--- src/rtl/fifo_arb_pkg.sv ---
// Shared types and constants for the FIFO write arbiter.
// The state encoding, default parameters and statistics counter helpers live here.
package fifo_arb_pkg;

  // Arbiter FSM states
  typedef enum logic {
    IDLE  = 1'b0,
    BURST = 1'b1
  } arb_state_e;

  // Default configuration
  localparam int DEF_N         = 4;
  localparam int DEF_DW        = 8;
  localparam int DEF_MAX_BURST = 4;

  // Width of each per-requester accepted-word counter
  localparam int STATS_W = 16;

  // Saturating increment for the statistics counters
  function automatic logic [STATS_W-1:0] sat_inc(input logic [STATS_W-1:0] v);
    logic [STATS_W-1:0] r;
    if (v == {STATS_W{1'b1}}) begin
      r = v;
    end else begin
      r = v + STATS_W'(1);
    end
    return r;
  endfunction

endpackage

--- src/rtl/fifo16x8_wr_arbiter_rr_pick.sv ---
// Round-robin picker: returns the first set request at or after 'start',
// wrapping modulo N, plus a flag saying whether any request is set.
module rr_pick
  import fifo_arb_pkg::*;
#(
  parameter int N  = DEF_N,
  parameter int IW = (N > 1) ? $clog2(N) : 1
) (
  input  logic [N-1:0]  req,
  input  logic [IW-1:0] start,
  output logic [IW-1:0] winner,
  output logic          any_valid
);

  // Scan from farthest to nearest so the closest request to 'start' is kept last
  always_comb begin
    logic [IW-1:0] idx_s;
    winner    = '0;
    any_valid = 1'b0;
    idx_s     = '0;
    for (int k = N - 1; k >= 0; k--) begin
      idx_s     = IW'((int'(start) + k) % N);
      winner    = req[idx_s] ? idx_s : winner;
      any_valid = any_valid | req[idx_s];
    end
  end

endmodule

--- src/rtl/fifo16x8_wr_arbiter.sv ---
// Round-robin write arbiter sharing one FIFO write port among N requesters.
// An owner is granted for a burst of up to MAX_BURST words; one IDLE cycle
// separates bursts. Writes are gated combinationally by fifo_full and reset.
// Optional build macro FIFO_ARB_STATS_EN adds per-requester accepted-word
// counters on output accept_cnt (saturating, cleared by reset).
module fifo16x8_wr_arbiter
  import fifo_arb_pkg::*;
#(
  parameter int N         = DEF_N,
  parameter int DW        = DEF_DW,
  parameter int MAX_BURST = DEF_MAX_BURST
) (
  input  logic                 clock,
  input  logic                 reset,
  input  logic [N-1:0]         req,
  input  logic [N*DW-1:0]      wdata,
  output logic [N-1:0]         ack,
  output logic [N-1:0]         gnt,
  output logic                 busy,
  input  logic                 fifo_full,
  output logic                 fifo_we,
`ifdef FIFO_ARB_STATS_EN
  output logic [N*STATS_W-1:0] accept_cnt,
`endif
  output logic [DW-1:0]        fifo_wr_data
);

  localparam int IW = (N > 1) ? $clog2(N) : 1;
  localparam int CW = $clog2(MAX_BURST + 1);
  localparam logic [CW-1:0] BURST_LAST = CW'(MAX_BURST);

  arb_state_e    state_r, state_n;
  logic [IW-1:0] owner_r, owner_n;
  logic [IW-1:0] ptr_r, ptr_n;
  logic [CW-1:0] beat_r, beat_n;
  logic [N-1:0]  gnt_r, gnt_n;
  logic          busy_r;

  logic [IW-1:0] win_s;
  logic          any_s;
  logic          own_req_s;
  logic [CW-1:0] beat_inc_s;

  rr_pick #(
    .N  (N),
    .IW (IW)
  ) u_pick (
    .req       (req),
    .start     (ptr_r),
    .winner    (win_s),
    .any_valid (any_s)
  );

  assign own_req_s  = req[owner_r];
  assign beat_inc_s = beat_r + CW'(1);
  assign gnt        = gnt_r;
  assign busy       = busy_r;

  // Write path: only the owner may write, never into a full FIFO, never during reset
  always_comb begin
    fifo_we      = 1'b0;
    ack          = '0;
    fifo_wr_data = wdata[owner_r*DW +: DW];
    if (state_r == BURST) begin
      fifo_we      = reset & own_req_s & ~fifo_full;
      ack[owner_r] = fifo_we;
    end else begin
      fifo_we = 1'b0;
      ack     = '0;
    end
  end

  // Next-state logic: grant in IDLE, count beats and release in BURST
  always_comb begin
    state_n = state_r;
    owner_n = owner_r;
    ptr_n   = ptr_r;
    beat_n  = beat_r;
    gnt_n   = gnt_r;
    case (state_r)
      IDLE: begin
        if (any_s) begin
          state_n        = BURST;
          owner_n        = win_s;
          gnt_n          = '0;
          gnt_n[win_s]   = 1'b1;
          beat_n         = '0;
          ptr_n          = (win_s == IW'(N - 1)) ? '0 : win_s + IW'(1);
        end else begin
          gnt_n = '0;
        end
      end
      BURST: begin
        if (!own_req_s) begin
          // Owner dropped out: nothing written this cycle
          state_n = IDLE;
          gnt_n   = '0;
        end else if (fifo_we) begin
          beat_n = beat_inc_s;
          if (beat_inc_s == BURST_LAST) begin
            state_n = IDLE;
            gnt_n   = '0;
          end else begin
            state_n = BURST;
          end
        end else begin
          // FIFO full: hold the grant, count nothing
          state_n = BURST;
        end
      end
      default: begin
        state_n = IDLE;
        gnt_n   = '0;
      end
    endcase
  end

  // State and registered outputs, synchronous active-low reset
  always_ff @(posedge clock) begin
    if (!reset) begin
      state_r <= IDLE;
      owner_r <= '0;
      ptr_r   <= '0;
      beat_r  <= '0;
      gnt_r   <= '0;
      busy_r  <= 1'b0;
    end else begin
      state_r <= state_n;
      owner_r <= owner_n;
      ptr_r   <= ptr_n;
      beat_r  <= beat_n;
      gnt_r   <= gnt_n;
      busy_r  <= (state_n == BURST);
    end
  end

`ifdef FIFO_ARB_STATS_EN
  logic [STATS_W-1:0] cnt_r [N];

  // Per-requester accepted-word counters, saturating at all ones
  always_ff @(posedge clock) begin
    if (!reset) begin
      for (int i = 0; i < N; i++) begin
        cnt_r[i] <= '0;
      end
    end else begin
      for (int i = 0; i < N; i++) begin
        if (ack[i]) begin
          cnt_r[i] <= sat_inc(cnt_r[i]);
        end else begin
          cnt_r[i] <= cnt_r[i];
        end
      end
    end
  end

  // Flatten counters onto the output bus
  always_comb begin
    accept_cnt = '0;
    for (int i = 0; i < N; i++) begin
      accept_cnt[i*STATS_W +: STATS_W] = cnt_r[i];
    end
  end
`endif

endmodule

--- config.mk ---
export PLATFORM = sky130hd
export DESIGN_NAME = fifo16x8_wr_arbiter
export DESIGN_NICKNAME = d
export VERILOG_FILES = /design/src/rtl/fifo_arb_pkg.sv /design/src/rtl/fifo16x8_wr_arbiter_rr_pick.sv /design/src/rtl/fifo16x8_wr_arbiter.sv
export SDC_FILE = /design/constraint.sdc
export NUM_CORES = 1
export LEC_CHECK = 0
export ABC_AREA = 1
export BUFFER_PORTS_ARGS = -buffer_cell sky130_fd_sc_hd__buf_2
export CAP_MARGIN = 10
export CORE_ASPECT_RATIO = 0.7
export CORE_MARGIN = 3
export CORE_UTILIZATION = 47
export DETAILED_ROUTE_END_ITERATION = 16
export PLACE_DENSITY = 0.95
export SETUP_SLACK_MARGIN = 0.15
export SLEW_MARGIN = 40
export SYNTH_ARGS = -nofsm -noshare
export SYNTH_HDL_FRONTEND = slang
export SYNTH_SLANG_ARGS = --single-unit
--- constraint.sdc ---
create_clock -name clock -period 2.91 [get_ports clock]
set_input_delay 0.582 -clock clock [delete_from_list [all_inputs] [get_ports clock]]
set_output_delay 0.582 -clock clock [all_outputs]
set_load 0.01 [all_outputs]
==> impl_metrics.env, run 1 <==
export IMPL_fin_tns_setup_ns=0
export IMPL_grt_pass1_wl_um=4340
export IMPL_arrival_ns=2.02
export IMPL_power_leakage_nw=0.7020
export IMPL_grt_max_degree=16
export IMPL_hold_viol=0
export IMPL_grt_use_total=0.2101
export IMPL_finalMaxSlewViolations=0
export IMPL_drive_gt1_frac=0.3427
export IMPL_cts_max_path_buffers=2
export IMPL_setup_viol=0
export IMPL_cts_buffers=3
export IMPL_place_ws_ns=0.5405
export IMPL_drt_iter0_drc=75
export IMPL_power_share_combinational=0.627
export IMPL_yosysMostFrequentCell="nand2_1"
export IMPL_synth_common_cells="nand2_1, nand3_1, inv_1"
export IMPL_clock_sinks=12
export IMPL_synth_compound_area_share=0.1816
export IMPL_synth_xor_area_frac=0.008589
export IMPL_crit_type="reg2out"
export IMPL_fillCellCount=174
export IMPL_synthMuxAreaShare=0
export IMPL_max_slew_margin=0.6687
export IMPL_hpwl_um=2404
export IMPL_seq_area_frac_synth=0.2356
export IMPL_fp_dieW_um=61.67
export IMPL_status="complete, no violations"
export IMPL_post_route_drc_count=0
export IMPL_yosys_area_top_type="dfxtp_1"
export IMPL_total_power_mw=1.215
export IMPL_rsz0062_at_grt="false"
export IMPL_wl_per_cell_um=12.57
export IMPL_tightestPinTransition_ns=0.4963
export IMPL_max_cap_viol_count=0
export IMPL_fmax_ghz=0.3840
export IMPL_core_area_um2=1952
export IMPL_seq_area_um2=241.5
export IMPL_p_seq_frac=0.264
export IMPL_clkPwrFrac=0.110
export IMPL_gp_congestion=0.8296
export IMPL_wirelength_um=2953
export IMPL_area_delta_synth_final_pct=30.92
export IMPL_synth_top_family_by_area="simple AND/OR/NAND/NOR gates"
export IMPL_hold_class="reg2reg"
export IMPL_fin_skew_ns=0.005173
export IMPL_p_per_area_nw_per_um2=910.3
export IMPL_cp_start_kind="flop"
export IMPL_post_cts_setup_buffers=0
export IMPL_cts_tree="built"
export IMPL_postSynthAreaPerCell_um2=6.495
export IMPL_antenna_found_initial=0
export IMPL_clk_pin_slew_worst_paths_ns=0.08
export IMPL_period_minus_slack_ns=2.604
export IMPL_synth_area_um2=1020
export IMPL_finalWorstSetupSlack_ns=0.3057
export IMPL_ant_nets=0
export IMPL_io_pins=57
export IMPL_critPathRequiredTime_ns=2.33
export IMPL_final_nets=259
export IMPL_switching_share=0.5171
export IMPL_cts_root_buf="clkbuf_4"
export IMPL_row_count=13
export IMPL_grt_pass1_vias=999
export IMPL_worstPathMaxFanout=14
export IMPL_die_area_um2=2773
export IMPL_ir_worst_vdd_v=0.0005249
export IMPL_ys_async_sr_fraction=0
export IMPL_p_switching_uw=628.4
export IMPL_first_pass_iters=4
export IMPL_initial_core_util=0.5224
export IMPL_synth_edf_count=0
export IMPL_synth_fa_ha_area_frac=0.07362
export IMPL_dieHeight_um=44.97
export IMPL_via_per_inst=5.336
export IMPL_ys_types=24
export IMPL_multi_input_area_um2=670.6
export IMPL_htree_levels=1
export IMPL_fin_crit_sh=0.8950
export IMPL_syn_inst=157
export IMPL_synth_nets=202
export IMPL_end_kind="output port"
export IMPL_synth_top_cell_area_share=0.2356
export IMPL_grt_overflow_total=0
export IMPL_synth_area_leaders="dfxtp_1, nand2_1, nand3_1"
export IMPL_io_buffers=56
export IMPL_synth_warnings=0
export IMPL_synth_seq_cells=12
export IMPL_p_int_uw=586.9
export IMPL_ys_flop_type="dfxtp_1"
export IMPL_clkLatencyLatePin_ns=0.28
export IMPL_vias=1254
export IMPL_synth_simple_area_share=0.3939
export IMPL_antenna_cells=0
registers in the layout, indices dropped and copies added (netlist names):
signal	cells
busy	1
gnt	4
beat_r	3
ptr_r	2
owner_r	2
what timing repair did:
action,in CTS,in global routing
gates resized for setup,0,1
setup endpoints to repair,0,4
hold buffers,0,0
cells by family (layout without fill, tap and decap cells):
kind of cell	count (synthesis)	in the layout
AND/OR/NAND/NOR	84	84
AO/OA/AOI/OAI	31	31
buffers and inverters	23	79
flip-flops	12	12
adder cells (fa/ha/maj)	6	6
XOR/XNOR	1	1
layer usage:
layer / wire [µm] / part of all wire / vias to the layer above / track usage
li1: - / - / 646 / -
met4: 50 / 0.017 / 0 / 0.07627
met5: 0 / 0 / - / 0
met1: 1351 / 0.46 / 546 / 0.3003
met2: 1346 / 0.46 / 55 / 0.3215
met3: 206 / 0.070 / 7 / 0.02857
power by group through the flow:
stage | Sequential (mW) | Clock [mW] | Combinational (mW)
3_3_place_gp | 0.313 | 0 | 0.738
2_1_floorplan | 0.273 | 0 | 0.601
4_1_cts | 0.317 | 0.136 | 0.764
3_5_place_dp | 0.319 | 0 | 0.760
5_1_grt | 0.328 | 0.146 | 0.862
6_report | 0.321 | 0.133 | 0.761
through the flow:
step,area (µm²),hold WS [ns],cells,utilization
global route,1335,0.5213,235,0.6840
global placement,1297,0.4813,231,0.6647
finish,1335,0.5018,235,0.6840
detailed placement,1297,0.4939,231,0.6647
floorplan,1020,0.4596,157,-
CTS,1334,0.5033,235,0.6833
area by class of cell:
type | count | area share
Multi-Input combinational cell | 122 | 0.5023
Timing Repair Buffer | 56 | 0.2099
Sequential cell | 12 | 0.1809
Inverter | 19 | 0.05904
Clock buffer | 4 | 0.02718
Tap cell | 22 | 0.02062
cell usage in the layout (no fill, tap or decap), drive strengths merged:
master,n
inv,18
dfxtp,12
a22oi,8
nor2,9
o2111ai,1
nor3,4
ha,6
nand2,41
clkinv,1
o21ai,10
nand4,1
buf,56
xnor2,1
a21oi,12
clkbuf,4
nand3,29
worst max-delay path: stages, from the launching register on:
cell	delay (ns)
dfxtp_1	0.64
inv_2	0.12
nor2_4	0.22
nand2_1	0.10
o2111ai_2	0.14
nand3_4	0.19
nor3_1	0.17
buf_2	0.16
path summary, 6_finish.rpt:
kind / startpoint / end / slack (ns) / cells past startpoint
setup / recovery: owner_r[0] / ack[1] / 0.31 / 7
hold / removal: beat_r[1] / beat_r[1] / 0.50 / 2
setup reg to reg: ptr_r[0] / gnt[2] / 1.04 / 12
hold reg to reg: beat_r[1] / beat_r[1] / 0.50 / 2
Note: power is estimated with default switching activity, not from simulation.
==> run 2: changes to the inputs <==
- CORE_UTILIZATION: 47 -> 35
- PLACE_DENSITY: 0.95 -> 0.78
==> run 2 against run 1 <==
Compared with the run above: die area rose by 30%; sequential share of layout area fell by 0.45 points; register-to-register slack better by 0.02 ns; worst hold slack got worse by 0.0064 ns; final area is 2.5% higher; setup slack better by 0.12 ns; largest power group unchanged; via count down 4.5%; largest cell class unchanged; critical path type unchanged; flip-flop and latch count is the same; clock skew down 0.0034 ns; clock power is 37% higher; first-iteration DRC count decreased by 20%; utilization shrank 16 points.
==> impl_metrics.env, run 2 (synthesis results as in run 1) <==
export IMPL_status="complete, no violations"
export IMPL_holdCritStartpoint="beat_r[2]"
export IMPL_area_delta_synth_final_pct=34.23
export IMPL_r2r_start="ptr_r[0]"
export IMPL_die_area_um2=3608
export IMPL_max_cap_viol_count=0
export IMPL_grtUsageMet2=0.1910
export IMPL_drt_iter0_drc=60
export IMPL_final_common_cell="buf_2"
export IMPL_row_count=15
export IMPL_finalMaxSlewViolations=0
export IMPL_grt_pass1_vias=927
export IMPL_tightestPinTransition_ns=0.4691
export IMPL_initial_core_util=0.3909
export IMPL_clk_pin_slew_worst_paths_ns=0.05
export IMPL_grtUsageMet1=0.2273
export IMPL_final_cell_area_um2=1369
export IMPL_clock_sinks=12
export IMPL_ir_worst_vdd_v=0.0004737
export IMPL_fin_crit_sh=0.8545
export IMPL_via_per_inst=4.850
export IMPL_cts_max_path_buffers=2
export IMPL_reg2regPathDepth=11
export IMPL_wirelength_um=2818
export IMPL_max_slew_margin=0.6868
export IMPL_period_minus_slack_ns=2.487
export IMPL_crit_type="reg2out"
export IMPL_grt_pass1_wl_um=4291
export IMPL_final_nets=259
export IMPL_antenna_cells=0
export IMPL_crit_path_start="owner_r[0]"
export IMPL_fin_tns_setup_ns=0
export IMPL_use_met3=0.02750
export IMPL_finalWorstSetupSlack_ns=0.4233
export IMPL_end_kind="output port"
export IMPL_fin_skew_ns=0.001726
export IMPL_clkLatencyLatePin_ns=0.24
export IMPL_grt_busiest_layer="met1"
export IMPL_hpwl_um=2288
export IMPL_layout_cells_non_filler=247
export IMPL_largest_register_ffs=4
export IMPL_ant_nets=0
export IMPL_setup_viol=0
export IMPL_core_area_um2=2609
export IMPL_wl_per_cell_um=11.41
export IMPL_rsz0062_at_grt="false"
export IMPL_io_buffers=56
export IMPL_antenna_found_initial=0
export IMPL_hold_viol=0
export IMPL_cts_buffers=3
export IMPL_grt_max_degree=16
export IMPL_postPlaceCellArea_um2=1313
export IMPL_cts_root_buf="clkbuf_8"
export IMPL_place_ws_ns=0.5781
export IMPL_grt_overflow_total=0
export IMPL_htree_levels=1
export IMPL_vias=1198
export IMPL_io_pins=57
export IMPL_drive_gt1_frac=0.3427
export IMPL_cts_hold_buf=0
export IMPL_p_per_area_nw_per_um2=912.2
export IMPL_fp_dieW_um=70.52
export IMPL_fmax_ghz=0.4021
export IMPL_power_leakage_nw=0.7098
export IMPL_gp_congestion=0.8271
export IMPL_cp_start_kind="flop"
export IMPL_most_common_layout_cells="buf_2, nand2_1, nand3_1"
export IMPL_arrival_ns=1.90
export IMPL_worstPathMaxFanout=14
export IMPL_first_pass_iters=4
export IMPL_cts_tree="built"
export IMPL_post_route_drc_count=0
export IMPL_whs_path_depth=2
export IMPL_place_inst=243
export IMPL_hold_class="reg2reg"
export IMPL_fillCellCount=291
export IMPL_critPathRequiredTime_ns=2.33
export IMPL_grt_use_total=0.1450
export IMPL_dieHeight_um=51.16
run 2: critical path: stages, from the launching register on:
cell	delay, ns
dfxtp_1	0.61
inv_2	0.11
nor2_4	0.21
nand2_1	0.10
o2111ai_2	0.13
nand3_4	0.18
nor2_1	0.16
buf_2	0.16
run 2: routing by layer:
| layer | routed length, µm | vias up | part of all wire |
|---|---|---|---|
| met5 | 0 | - | 0 |
| met4 | 34 | 0 | 0.012 |
| met3 | 286 | 5 | 0.10 |
| met2 | 1051 | 52 | 0.37 |
| met1 | 1446 | 494 | 0.51 |
| li1 | - | 647 | - |
run 2: cell type report:
class	count	area [µm²]	share of cell area
Multi-Input combinational cell	122	670.6	0.4899
Timing Repair Buffer	56	280.3	0.2048
Sequential cell	12	241.5	0.1764
Inverter	19	78.83	0.05759
Clock buffer	4	55.05	0.04022
Tap cell	34	42.54	0.03108
run 2: report_power, final:
part | internal (mW) | leakage, nW | switching [mW]
clock | 0.120 | 0.0288 | 0.0625
sequential | 0.218 | 0.0990 | 0.0946
combinational | 0.294 | 0.582 | 0.460
total | 0.632 | 0.710 | 0.617
run 2: worst paths after layout:
| check | endpoint | slack, ns |
|---|---|---|
| max reg2reg | ptr_r[0] | 1.06 |
| max | ack[3] | 0.42 |
| min | beat_r[2] | 0.50 |
| min reg2reg | beat_r[2] | 0.50 |
run 2: timing repair:
item | in CTS | in global routing
resized for setup | 0 | 1
setup buffers | 0 | 0
endpoints found under the setup margin | 0 | 4
run 2: per-stage QoR:
step	total power [mW]	utilization	hold WS, ns
floorplan	0.8735	-	0.4596
global placement	1.069	0.5031	0.4848
detailed placement	1.071	0.5031	0.4836
CTS	1.255	0.5242	0.4908
global route	1.374	0.5247	0.5133
finish	1.249	0.5247	0.4954
